**config.mk**
```make
export PLATFORM = sky130hd
export DESIGN_NAME = uart_tx_arbiter
export DESIGN_NICKNAME = d
export VERILOG_FILES = /design/src/rtl/uart_tx_arbiter_pkg.sv /design/src/rtl/uart_tx_arbiter_rr_pick.sv /design/src/rtl/uart_tx_arbiter.sv
export SDC_FILE = /design/constraint.sdc
export NUM_CORES = 1
export LEC_CHECK = 0
export ABC_AREA = 0
export CAP_MARGIN = 20
export CORE_MARGIN = 2
export CORE_UTILIZATION = 49
export CTS_BUF_LIST = sky130_fd_sc_hd__clkbuf_4 sky130_fd_sc_hd__clkbuf_8
export DETAILED_ROUTE_END_ITERATION = 10
export GPL_TIMING_DRIVEN = 0
export PLACE_DENSITY = 0.82
export SLEW_MARGIN = 40
export SYNTH_ARGS = -nofsm -noshare
export SYNTH_HDL_FRONTEND = slang
export SYNTH_SLANG_ARGS = --single-unit
```
**constraint.sdc**
```tcl
create_clock -name clk -period 3.04 [get_ports clk]
set_clock_uncertainty 0.2 [all_clocks]
set_input_delay 0.304 -clock clk [delete_from_list [all_inputs] [get_ports clk]]
set_output_delay 0.304 -clock clk [all_outputs]
set_load 0.05 [all_outputs]
```
**src/rtl/uart_tx_arbiter_pkg.sv**
```systemverilog
`default_nettype none
// ============================================================================
// Module   : uart_tx_arbiter_pkg
// Purpose  : Shared definitions for the UART TX message arbiter: the arbiter
//            FSM state encodings and the byte width of the FIFO write port.
// Ports    : none (package)
// Revision : 1.0 - initial release
// ============================================================================
package uart_tx_arbiter_pkg;

   // Width of one byte lane on the requester side and on the FIFO port.
   localparam int c_byte_w = 8;

   // Registered arbiter state. The encodings are fixed so that a state
   // value seen on a debug bus always means the same thing.
   typedef enum logic [1:0] {
      ST_IDLE   = 2'd0,
      ST_SEND   = 2'd1,
      ST_STROBE = 2'd2
   } arb_state_t;

endpackage : uart_tx_arbiter_pkg
`default_nettype wire

```
**src/rtl/uart_tx_arbiter_rr_pick.sv**
```systemverilog
`default_nettype none
// ============================================================================
// Module   : rr_pick
// Purpose  : Combinational round-robin picker. It searches the request
//            vector upward from the entry after last_owner, wrapping at
//            NUM_REQ, and reports the first set bit. It holds no state, so
//            other dispatchers can reuse it with their own owner register.
// Ports    : req           - request vector
//            last_owner    - index of the previous winner
//            winner_onehot - one-hot winner (all zero when nothing requests)
//            winner_idx    - binary index of the winner
//            any_valid     - at least one request is set
// Revision : 1.0 - initial release
// ============================================================================
module rr_pick #(
   parameter int NUM_REQ  = 4,
   parameter int REQ_BITS = 2
) (
   input  logic [NUM_REQ-1:0]  req,
   input  logic [REQ_BITS-1:0] last_owner,
   output logic [NUM_REQ-1:0]  winner_onehot,
   output logic [REQ_BITS-1:0] winner_idx,
   output logic                any_valid
);

   logic [REQ_BITS-1:0] w_cand;

   // Candidate i is (last_owner + 1 + i) mod NUM_REQ. The first candidate
   // that requests wins; later hits are ignored through any_valid.
   always_comb begin
      winner_onehot = '0;
      winner_idx    = '0;
      any_valid     = 1'b0;
      w_cand        = '0;
      for (int i = 0; i < NUM_REQ; i++) begin
         w_cand = REQ_BITS'((int'(last_owner) + 1 + i) % NUM_REQ);
         if (!any_valid && req[w_cand]) begin
            any_valid             = 1'b1;
            winner_idx            = w_cand;
            winner_onehot[w_cand] = 1'b1;
         end
      end
   end

endmodule : rr_pick
`default_nettype wire

```
**src/rtl/uart_tx_arbiter.sv**
```systemverilog
`default_nettype none
// ============================================================================
// Module   : uart_tx_arbiter
// Purpose  : Shares the byte-wide, active-low-strobed TX write port of the
//            UART FIFO among NUM_REQ message sources. Grants are given
//            round-robin and held for a whole message, so bytes from
//            different sources never interleave. A grant is forcibly
//            released after MAX_BURST bytes to stop one source hogging the
//            port. All outputs are registered.
// Ports    : clk       - system clock, rising edge
//            nreset    - synchronous active-low reset
//            req       - per-requester message pending
//            last      - per-requester: presented byte ends the message
//            data      - flattened bytes, requester i on [i*8+7:i*8]
//            ack       - one-cycle pulse: presented byte was taken
//            grant     - one-hot current owner, zero when idle
//            fifo_full - TX FIFO full
//            fifo_data - byte to the FIFO
//            fifo_nwr  - active-low FIFO write strobe
// Revision : 1.0 - initial release
// ============================================================================
import uart_tx_arbiter_pkg::*;

module uart_tx_arbiter #(
   parameter int NUM_REQ    = 4,
   parameter int REQ_BITS   = 2,
   parameter int MAX_BURST  = 64,
   parameter int BURST_BITS = 7
) (
   input  logic                  clk,
   input  logic                  nreset,
   input  logic [NUM_REQ-1:0]    req,
   input  logic [NUM_REQ-1:0]    last,
   input  logic [NUM_REQ*8-1:0]  data,
   output logic [NUM_REQ-1:0]    ack,
   output logic [NUM_REQ-1:0]    grant,
   input  logic                  fifo_full,
   output logic [c_byte_w-1:0]   fifo_data,
   output logic                  fifo_nwr
);

   // ------------------------------------------------------------------------
   // State and output registers
   // ------------------------------------------------------------------------
   arb_state_t            r_state;
   arb_state_t            w_state_nxt;
   logic [NUM_REQ-1:0]    r_grant;
   logic [NUM_REQ-1:0]    w_grant_nxt;
   logic [NUM_REQ-1:0]    r_ack;
   logic [NUM_REQ-1:0]    w_ack_nxt;
   logic [REQ_BITS-1:0]   r_owner;
   logic [REQ_BITS-1:0]   w_owner_nxt;
   logic [REQ_BITS-1:0]   r_last_owner;
   logic [REQ_BITS-1:0]   w_last_owner_nxt;
   logic [BURST_BITS-1:0] r_burst;
   logic [BURST_BITS-1:0] w_burst_nxt;
   logic                  r_last_flag;
   logic                  w_last_flag_nxt;
   logic                  r_fifo_nwr;
   logic                  w_fifo_nwr_nxt;
   logic [c_byte_w-1:0]   r_fifo_data;
   logic [c_byte_w-1:0]   w_fifo_data_nxt;

   // ------------------------------------------------------------------------
   // Requester byte lanes
   // ------------------------------------------------------------------------
   logic [c_byte_w-1:0]   w_data_arr [NUM_REQ];

   for (genvar gi = 0; gi < NUM_REQ; gi++) begin : g_unpack
      assign w_data_arr[gi] = data[gi*c_byte_w +: c_byte_w];
   end

   // ------------------------------------------------------------------------
   // Round-robin selection
   // ------------------------------------------------------------------------
   logic [NUM_REQ-1:0]    w_pick_onehot;
   logic [REQ_BITS-1:0]   w_pick_idx;
   logic                  w_pick_valid;

   rr_pick #(
      .NUM_REQ  (NUM_REQ),
      .REQ_BITS (REQ_BITS)
   ) u_rr_pick (
      .req           (req),
      .last_owner    (r_last_owner),
      .winner_onehot (w_pick_onehot),
      .winner_idx    (w_pick_idx),
      .any_valid     (w_pick_valid)
   );

   // ------------------------------------------------------------------------
   // Register process
   // ------------------------------------------------------------------------
   always_ff @(posedge clk) begin
      if (!nreset) begin
         r_state      <= ST_IDLE;
         r_grant      <= '0;
         r_ack        <= '0;
         r_owner      <= '0;
         // Pointing at the highest index makes requester 0 win first.
         r_last_owner <= REQ_BITS'(NUM_REQ - 1);
         r_burst      <= '0;
         r_last_flag  <= 1'b0;
         r_fifo_nwr   <= 1'b1;
         r_fifo_data  <= '0;
      end else begin
         r_state      <= w_state_nxt;
         r_grant      <= w_grant_nxt;
         r_ack        <= w_ack_nxt;
         r_owner      <= w_owner_nxt;
         r_last_owner <= w_last_owner_nxt;
         r_burst      <= w_burst_nxt;
         r_last_flag  <= w_last_flag_nxt;
         r_fifo_nwr   <= w_fifo_nwr_nxt;
         r_fifo_data  <= w_fifo_data_nxt;
      end
   end

   // ------------------------------------------------------------------------
   // Next-state and next-output logic
   // ------------------------------------------------------------------------
   // ack and the strobe are single-cycle pulses, so their defaults are the
   // inactive level; only the SEND-with-space branch asserts them. The
   // FIFO byte is held by default so it stays valid through the high cycle
   // after each strobe.
   always_comb begin
      w_state_nxt      = r_state;
      w_grant_nxt      = r_grant;
      w_ack_nxt        = '0;
      w_owner_nxt      = r_owner;
      w_last_owner_nxt = r_last_owner;
      w_burst_nxt      = r_burst;
      w_last_flag_nxt  = r_last_flag;
      w_fifo_nwr_nxt   = 1'b1;
      w_fifo_data_nxt  = r_fifo_data;

      case (r_state)
         ST_IDLE: begin
            w_grant_nxt = '0;
            if (w_pick_valid) begin
               w_grant_nxt = w_pick_onehot;
               w_owner_nxt = w_pick_idx;
               w_burst_nxt = '0;
               w_state_nxt = ST_SEND;
            end
         end

         ST_SEND: begin
            if (!req[r_owner]) begin
               // Requester withdrew mid-message: release without a strobe.
               w_grant_nxt      = '0;
               w_last_owner_nxt = r_owner;
               w_state_nxt      = ST_IDLE;
            end else if (!fifo_full) begin
               w_fifo_data_nxt  = w_data_arr[r_owner];
               w_fifo_nwr_nxt   = 1'b0;
               w_ack_nxt        = r_grant;
               w_last_flag_nxt  = last[r_owner];
               w_burst_nxt      = r_burst + BURST_BITS'(1);
               w_state_nxt      = ST_STROBE;
            end
         end

         ST_STROBE: begin
            // The forced release at MAX_BURST leaves req untouched, so the
            // requester simply re-enters arbitration behind the others.
            if (r_last_flag || (r_burst == BURST_BITS'(MAX_BURST))) begin
               w_grant_nxt      = '0;
               w_last_owner_nxt = r_owner;
               w_state_nxt      = ST_IDLE;
            end else begin
               w_state_nxt      = ST_SEND;
            end
         end

         default: begin
            w_grant_nxt = '0;
            w_state_nxt = ST_IDLE;
         end
      endcase
   end

   // ------------------------------------------------------------------------
   // Outputs
   // ------------------------------------------------------------------------
   assign ack       = r_ack;
   assign grant     = r_grant;
   assign fifo_data = r_fifo_data;
   assign fifo_nwr  = r_fifo_nwr;

endmodule : uart_tx_arbiter
`default_nettype wire

```
== Yosys cells after proc, flatten, opt, wreduce, memory -nomap -nowiden ==
Index checks and enable logic that the tools add are counted.

* Add/subtract/negate cells: 5
* $lt $le $gt $ge: 10
* Equality and inequality tests: 9
* Muxes and demuxes: 52
* Bitwise gates (word level): 8
* Reductions and logical operators: 22

{| class="wikitable"
|+ Operators with widths
! operator !! number
|-
| 4-bit 2-to-1 mux || 7
|-
| 7-bit 2-to-1 mux || 3
|-
| 2-bit 2-to-1 mux || 9
|-
| 8-bit binary-select mux with 2-bit select || 1
|-
| 1-bit 2-to-1 mux || 16
|-
| 8-bit 2-to-1 mux || 2
|-
| 2-bit by 3-bit < comparator with 1-bit output, second input constant || 5
|-
| 7-bit one-hot mux with 2 select lines || 1
|-
| 1-bit binary-select mux with 2-bit select || 6
|-
| 4-bit bitwise OR || 3
|-
| 4-bit one-hot mux with 3 select lines || 1
|-
| 3-bit AND reduction || 3
|-
| 1-bit demux with 2-bit select || 4
|-
| 2-bit by 1-bit >= comparator with 1-bit output, second input constant || 4
|-
| 2-bit inequality test, second input constant || 4
|-
| 7-bit by 1-bit adder with 7-bit output, second input constant || 1
|-
| 7-bit equality test, second input constant || 1
|-
| 1-bit logical AND || 7
|-
| 2-bit one-hot mux with 3 select lines || 1
|-
| 2-bit AND reduction || 3
|-
| 2-bit by 1-bit adder with 2-bit output, second input constant || 2
|-
| 2-bit adder, second input constant || 2
|-
| 1-bit inverter || 4
|-
| 2-bit one-hot mux with 2 select lines || 1
|-
| 12 further kinds || 15
|}

* Register bits after elaboration: 31
* Input bits: 43
* Output and inout bits: 17
* Logic and storage cells: 115

== Depth between registers and ports, before layout ==
* Depth after elaboration: 15
* Gate-level depth with buffers: 8
* Mapped depth without buffers: 7

== By module ==
A second synthesis with hierarchy kept.

* Cells, all modules: 241
* Area, all modules: 2,142.1 um^2

{| class="wikitable"
|+ By module, submodules not included
! module !! instances !! cells each !! area each (um^2) !! sequential area each (um^2)
|-
| uart_tx_arbiter || 1 || 159 || 1,508.9 || 620.6
|-
| rr_pick || 1 || 82 || 633.1 || 0.0
|}

== Least setup slack after synthesis ==
No wires, ideal clock.

* Path type: register to register
* Start point: register r_last_owner[0]
* End point: register r_owner[1]
* Library setup time: 0.119 ns
* Arrival: 2.211 ns
* Data required time: 2.721 ns
* Path slack: 0.510 ns
* Stages on the path, launching flop included: 7
* Path buffers: 0
* Period minus slack after synthesis: 2.530 ns
* Cell sequence: dfxtp_1 -> inv_2 -> ha_1 -> mux4_2 -> a2111oi_4 -> mux2i_1 -> o221a_1

* Longest elaborated chain between the ends: 14
* Elaborated cells on any way between the ends: 27
* Classes of those cells: 4 x add/sub; 16 x mux; 7 x reduce/logical

{| class="wikitable"
|+ Ends and longest elaborated chain
! element !! RTL line !! text
|-
| from (decl) || uart_tx_arbiter.sv:53 || <nowiki>logic [REQ_BITS-1:0] r_last_owner;</nowiki>
|-
| from (signal assigned) || uart_tx_arbiter.sv:101 || <nowiki>r_last_owner <= REQ_BITS'(NUM_REQ - 1);</nowiki>
|-
| from (signal assigned) || uart_tx_arbiter.sv:111 || <nowiki>r_last_owner <= w_last_owner_nxt;</nowiki>
|-
| 2-bit by 1-bit adder with 2-bit output (*) || uart_tx_arbiter_rr_pick.sv:36 || <nowiki>w_cand = REQ_BITS'((int'(last_owner) + 1 + i) % NUM_REQ);</nowiki>
|-
| parallel branches: the longest is 13 deep, another holds 2-bit adder || - ||
|-
| to (signal assigned) || uart_tx_arbiter.sv:110 || <nowiki>r_owner <= w_owner_nxt;</nowiki>
|-
| to (decl) || uart_tx_arbiter.sv:51 || <nowiki>logic [REQ_BITS-1:0] r_owner;</nowiki>
|}

Mark *: on every way between the ends. The select of a mux whose other input is x is not followed.
A chain may end at the register's enable or synchronous reset.

== Final worst setup path ==
* Start point: register r_last_owner[0]
* End point: register r_grant[1], in the netlist grant[1]

* Longest elaborated chain between the ends: 15
* Elaborated cells on any way between the ends: 51
* Classes of those cells: 4 x add/sub; 8 x order compare; 26 x mux; 3 x bitwise; 10 x reduce/logical

{| class="wikitable"
|+ Ends and longest elaborated chain
! element !! RTL line !! text
|-
| 2-bit by 1-bit adder with 2-bit output (*) || uart_tx_arbiter_rr_pick.sv:36 ||
|-
| parallel branches: the longest is 12 deep, another holds 2-bit by 3-bit < comparator with 1-bit output || - ||
|-
| 4-bit 2-to-1 mux (*) || uart_tx_arbiter.sv:140 || <nowiki>if (w_pick_valid) begin</nowiki>
|-
| 4-bit one-hot mux with 3 select lines (*) || uart_tx_arbiter.sv:137 || <nowiki>case (r_state)</nowiki>
|-
| to (signal assigned) || uart_tx_arbiter.sv:108 || <nowiki>r_grant <= w_grant_nxt;</nowiki>
|-
| to (decl) || uart_tx_arbiter.sv:47 || <nowiki>logic [NUM_REQ-1:0] r_grant;</nowiki>
|}

Marks and branches as above.

==> results.md <==
- The smallest setup slack after layout is 0.152 ns.
- In this run, synthesis produced a sequential element count of 31.
- The critical register-to-register path endpoint is grant[1].
- Along the worst path, the maximum fanout reaches 8.
- In this design, the stage delay of the slowest critical-path cell is 0.62 ns.
- The most used flip-flop cell after synthesis is sky130_fd_sc_hd__dfxtp_1.
- The kind of end point of the critical path is a flop.
- At the worst endpoint, the required time is 3.04 ns.
- Once the floorplan was initialized, standard cells occupied 51.0% of the core.
- The clock buffer count from CTS is 5.
- Setup violations remaining at the end of the flow were counted as 0.
- In the global route stage, overall resource usage came out at 24.2%.
- The critical path is of the reg2reg type.
- On the critical path, the stage with the largest delay is an instance of sky130_fd_sc_hd__mux4_2.
- The worst setup path is launched from a flop.
- The TritonCTS clock tree is done.
- The top cell type by area accounts for 30.4% of the synthesized area.
- In this run the vertical extent of the chip is 68.5 um.
- In the final design database the tool counted 331 nets.
- After synthesis, the netlist uses 52 different library cells.
- The area of the die is 4690 um2.
- The aggregate negative setup slack is 0 ns.
- The number of diodes is 0.
- Summed over all cells, the static leakage comes to 1.05 nW.
- The insertion delay of the later-clocked pin in the worst-skew pair is 0.28 ns.
- The transition time at the pin with the least slew margin is 0.737 ns.
- In this run the clock root is driven by a sky130_fd_sc_hd__clkbuf_8.
- The critical path arrival is 2.88 ns.
- Walking the worst path, the cells encountered are inv_2, ha_1, mux4_2, a2111oi_4, a222oi_1, a221oi_2.
- The antenna violation net count after detailed routing is 0.
- The run finished with clean final reports.
- Entering global routing, the biggest net connects 11 pins.
- For the finished layout, the period the worst path requires is 2.89 ns.
- After synthesis, the mean cell area works out to 9.39 um2.
- After clock tree synthesis, the clock-pin slew on the worst setup and hold paths is 0.06 ns.
- The number of antenna violations at the first check in global routing is 0.
- The fraction of the cycle the final worst path needs is 95.0%.
- Once the clock tree was built, the setup fixing pass inserted 0 buffers.
- The global-route wire length before repair is 8.48 mm.
- The launching instance or port of the critical path is r_last_owner[0].
- The post-synthesis to final-layout area growth is 36.3%.
- The last weighted congestion value of the routability-driven placer is 0.817.
- Across the run, the number of max-cap violations was 0.
- Setup repair after global routing left no endpoint under its margin.
- The placeable core area is 4000 um2.
- For this run the aggregate overflow at the end of global routing stands at 0.
- The total via count in the routed design is 1957.
- The worst-case IR drop observed on VDD is 0.291 mV.
- After synthesis, flip-flops and latches occupy 30.4% of the total area.
- The floorplan has 23 rows.
- The mean routed wirelength per cell is 15.6 um.
- The level count of the clock H-tree is 2.
- Port buffering added 57 buffers.
- The classification of the worst-slack hold path is reg2reg.
- The mean number of vias per cell is 5.89.
- The number of synthesized flops with an enable pin is 0.
- For the worst flop-to-flop path, the logic depth is 6.
- The most frequently used cell type in the post-synthesis netlist is sky130_fd_sc_hd__dfxtp_1.
- The die is 68.5 um wide.
- Before antenna repair, the detailed router went through 4 iterations.
- For this block, the initial DRC count from the detailed router was 156.
- When the netlist entered floorplanning its net count stood at 267.
- In the final layout, the share of cells above drive strength 1 is 12.8%.
- The instance count of the mapped netlist is 217.
- Wires add up to 5.18 mm.
- The via count of the first global-routing pass came to 1824.
- For this design the ratio of total power to cell area is 568 nW/um2.
- The I/O pin count is 60.
- The commonest cells after synthesis are sky130_fd_sc_hd__dfxtp_1, sky130_fd_sc_hd__nor2_1, sky130_fd_sc_hd__nand2_1, sky130_fd_sc_hd__mux2i_1, sky130_fd_sc_hd__mux4_2.
- The setup slack of the most critical reg-to-reg path is 0.15 ns.
- The start of the worst register-to-register path is r_last_owner[0].
- The end of the critical path is grant[1].
- Detailed placement finished with a half-perimeter wire length of 3.91 mm.
- The tightest slew margin relative to the limit is 50.8%.
- The residual DRC count is 0.
- The share of flip-flops with an asynchronous set or reset is 0%.
- The warning count from the yosys run is 0.
- After synthesis, the cell types taking the most area are sky130_fd_sc_hd__dfxtp_1, sky130_fd_sc_hd__mux4_2, sky130_fd_sc_hd__mux2i_1, sky130_fd_sc_hd__ha_1, sky130_fd_sc_hd__nor2_1.
- The maximum count of clock buffers along a single path is 2.
- The number of slew-limit violations in the final report is 0.
- The worst setup timing slack at the placement stage is 0.140 ns.
- The number of hold violations in the final report is 0.
- CTS saw 31 sinks.
- Summing every instance area after synthesis gives 2040 um2.
- The dominant cell type by area after synthesis is sky130_fd_sc_hd__dfxtp_1.
- The achievable clock frequency is 346 MHz.
[worst max-delay path, delay by kind of cell (launching register included)]
kind | cells | cell delay [ns]
buffers and inverters | 1 | 0.15
flip-flops | 1 | 0.52
AO/OA/AOI/OAI | 3 | 0.96
adder cells (fa/ha/maj) | 1 | 0.35
multiplexers | 1 | 0.62
[metrics by stage]
stage | area, um2 | hold slack [ns] | utilization [%] | power [mW] | std cells
6_report | 2780 | 0.265 | 69.4 | 1.58 | 332
2_1_floorplan | 2040 | 0.238 | - | 1.01 | 217
5_1_grt | 2780 | 0.320 | 69.4 | 1.66 | 332
3_3_place_gp | 2670 | 0.254 | 66.8 | 1.19 | 324
3_5_place_dp | 2670 | 0.257 | 66.8 | 1.21 | 324
4_1_cts | 2780 | 0.268 | 69.4 | 1.57 | 332
[flip-flops by register name (all words and copies together), names as in the netlist]
signal,flops
ack,4
fifo_data,8
fifo_nwr,1
grant,4
r_burst,7
r_last_flag,1
r_last_owner,2
r_owner,2
r_state,2
[cell families after synthesis]
logic type      count (synthesis)  synth area share [%]
xor+xnor                        2                 0.860
buf+inv                        23                  4.97
fa+ha+maj                       7                  4.30
simple gates                   77                  18.6
mux                            31                  22.5
compound gates                 46                  18.3
flops                          31                  30.4
[how the worst min path moves through the flow]
| stage | slack, ns | to | start | depth (start not counted) |
|---|---|---|---|---|
| 2_1_floorplan | 0.24 | r_burst[6] | r_burst[6] | 2 |
| 3_3_place_gp | 0.25 | r_burst[6] | r_burst[6] | 2 |
| 3_5_place_dp | 0.26 | r_burst[6] | r_burst[6] | 2 |
| 4_1_cts | 0.27 | r_burst[6] | r_burst[6] | 2 |
| 5_1_grt | 0.32 | r_burst[6] | r_burst[6] | 2 |
| 6_report | 0.26 | r_burst[6] | r_burst[6] | 2 |
[cell type report]
| cell class | instances | area [um2] |
|---|---|---|
| buffer | 12 | 60.1 |
| clock buffer | 8 | 104 |
| multi-input combinational | 163 | 1320 |
| sequential | 31 | 621 |
| tap | 50 | 62.6 |
| inverter | 11 | 41.3 |
| timing repair buffer | 57 | 571 |
| fill | 314 | 1220 |
[report_power, final]
group / internal (mW) / switching (mW) / total (mW)
sequential: 0.445 / 0.0415 / 0.486
combinational: 0.324 / 0.403 / 0.727
clock: 0.215 / 0.150 / 0.365
[cells in the final DEF, fill, tap and decap left out, types with 6 or more instances in the layout]
cell type / instances
sky130_fd_sc_hd__buf_2: 6
sky130_fd_sc_hd__clkdlybuf4s50_1: 57
sky130_fd_sc_hd__inv_1: 10
sky130_fd_sc_hd__dfxtp_1: 31
sky130_fd_sc_hd__mux2i_1: 17
sky130_fd_sc_hd__a21oi_1: 8
sky130_fd_sc_hd__nand2_1: 19
sky130_fd_sc_hd__clkbuf_8: 7
sky130_fd_sc_hd__mux4_2: 11
sky130_fd_sc_hd__nor2_1: 19
sky130_fd_sc_hd__nand3_1: 10
sky130_fd_sc_hd__ha_1: 7
[routing by layer]
layer  GRT usage [%]  share of wire (%)
met1            30.4                 42
met2            40.7                 50
met3            5.84                7.4
met4            7.75                1.1
met5               0                  0
[timing repair]
action                                 in CTS  in global routing
setup endpoints to repair                   0                  2
hold buffers                                0                  0
resized for setup                           0                  1
endpoints found under the hold margin       0                  0
Note: power is estimated with default switching activity, not from simulation.
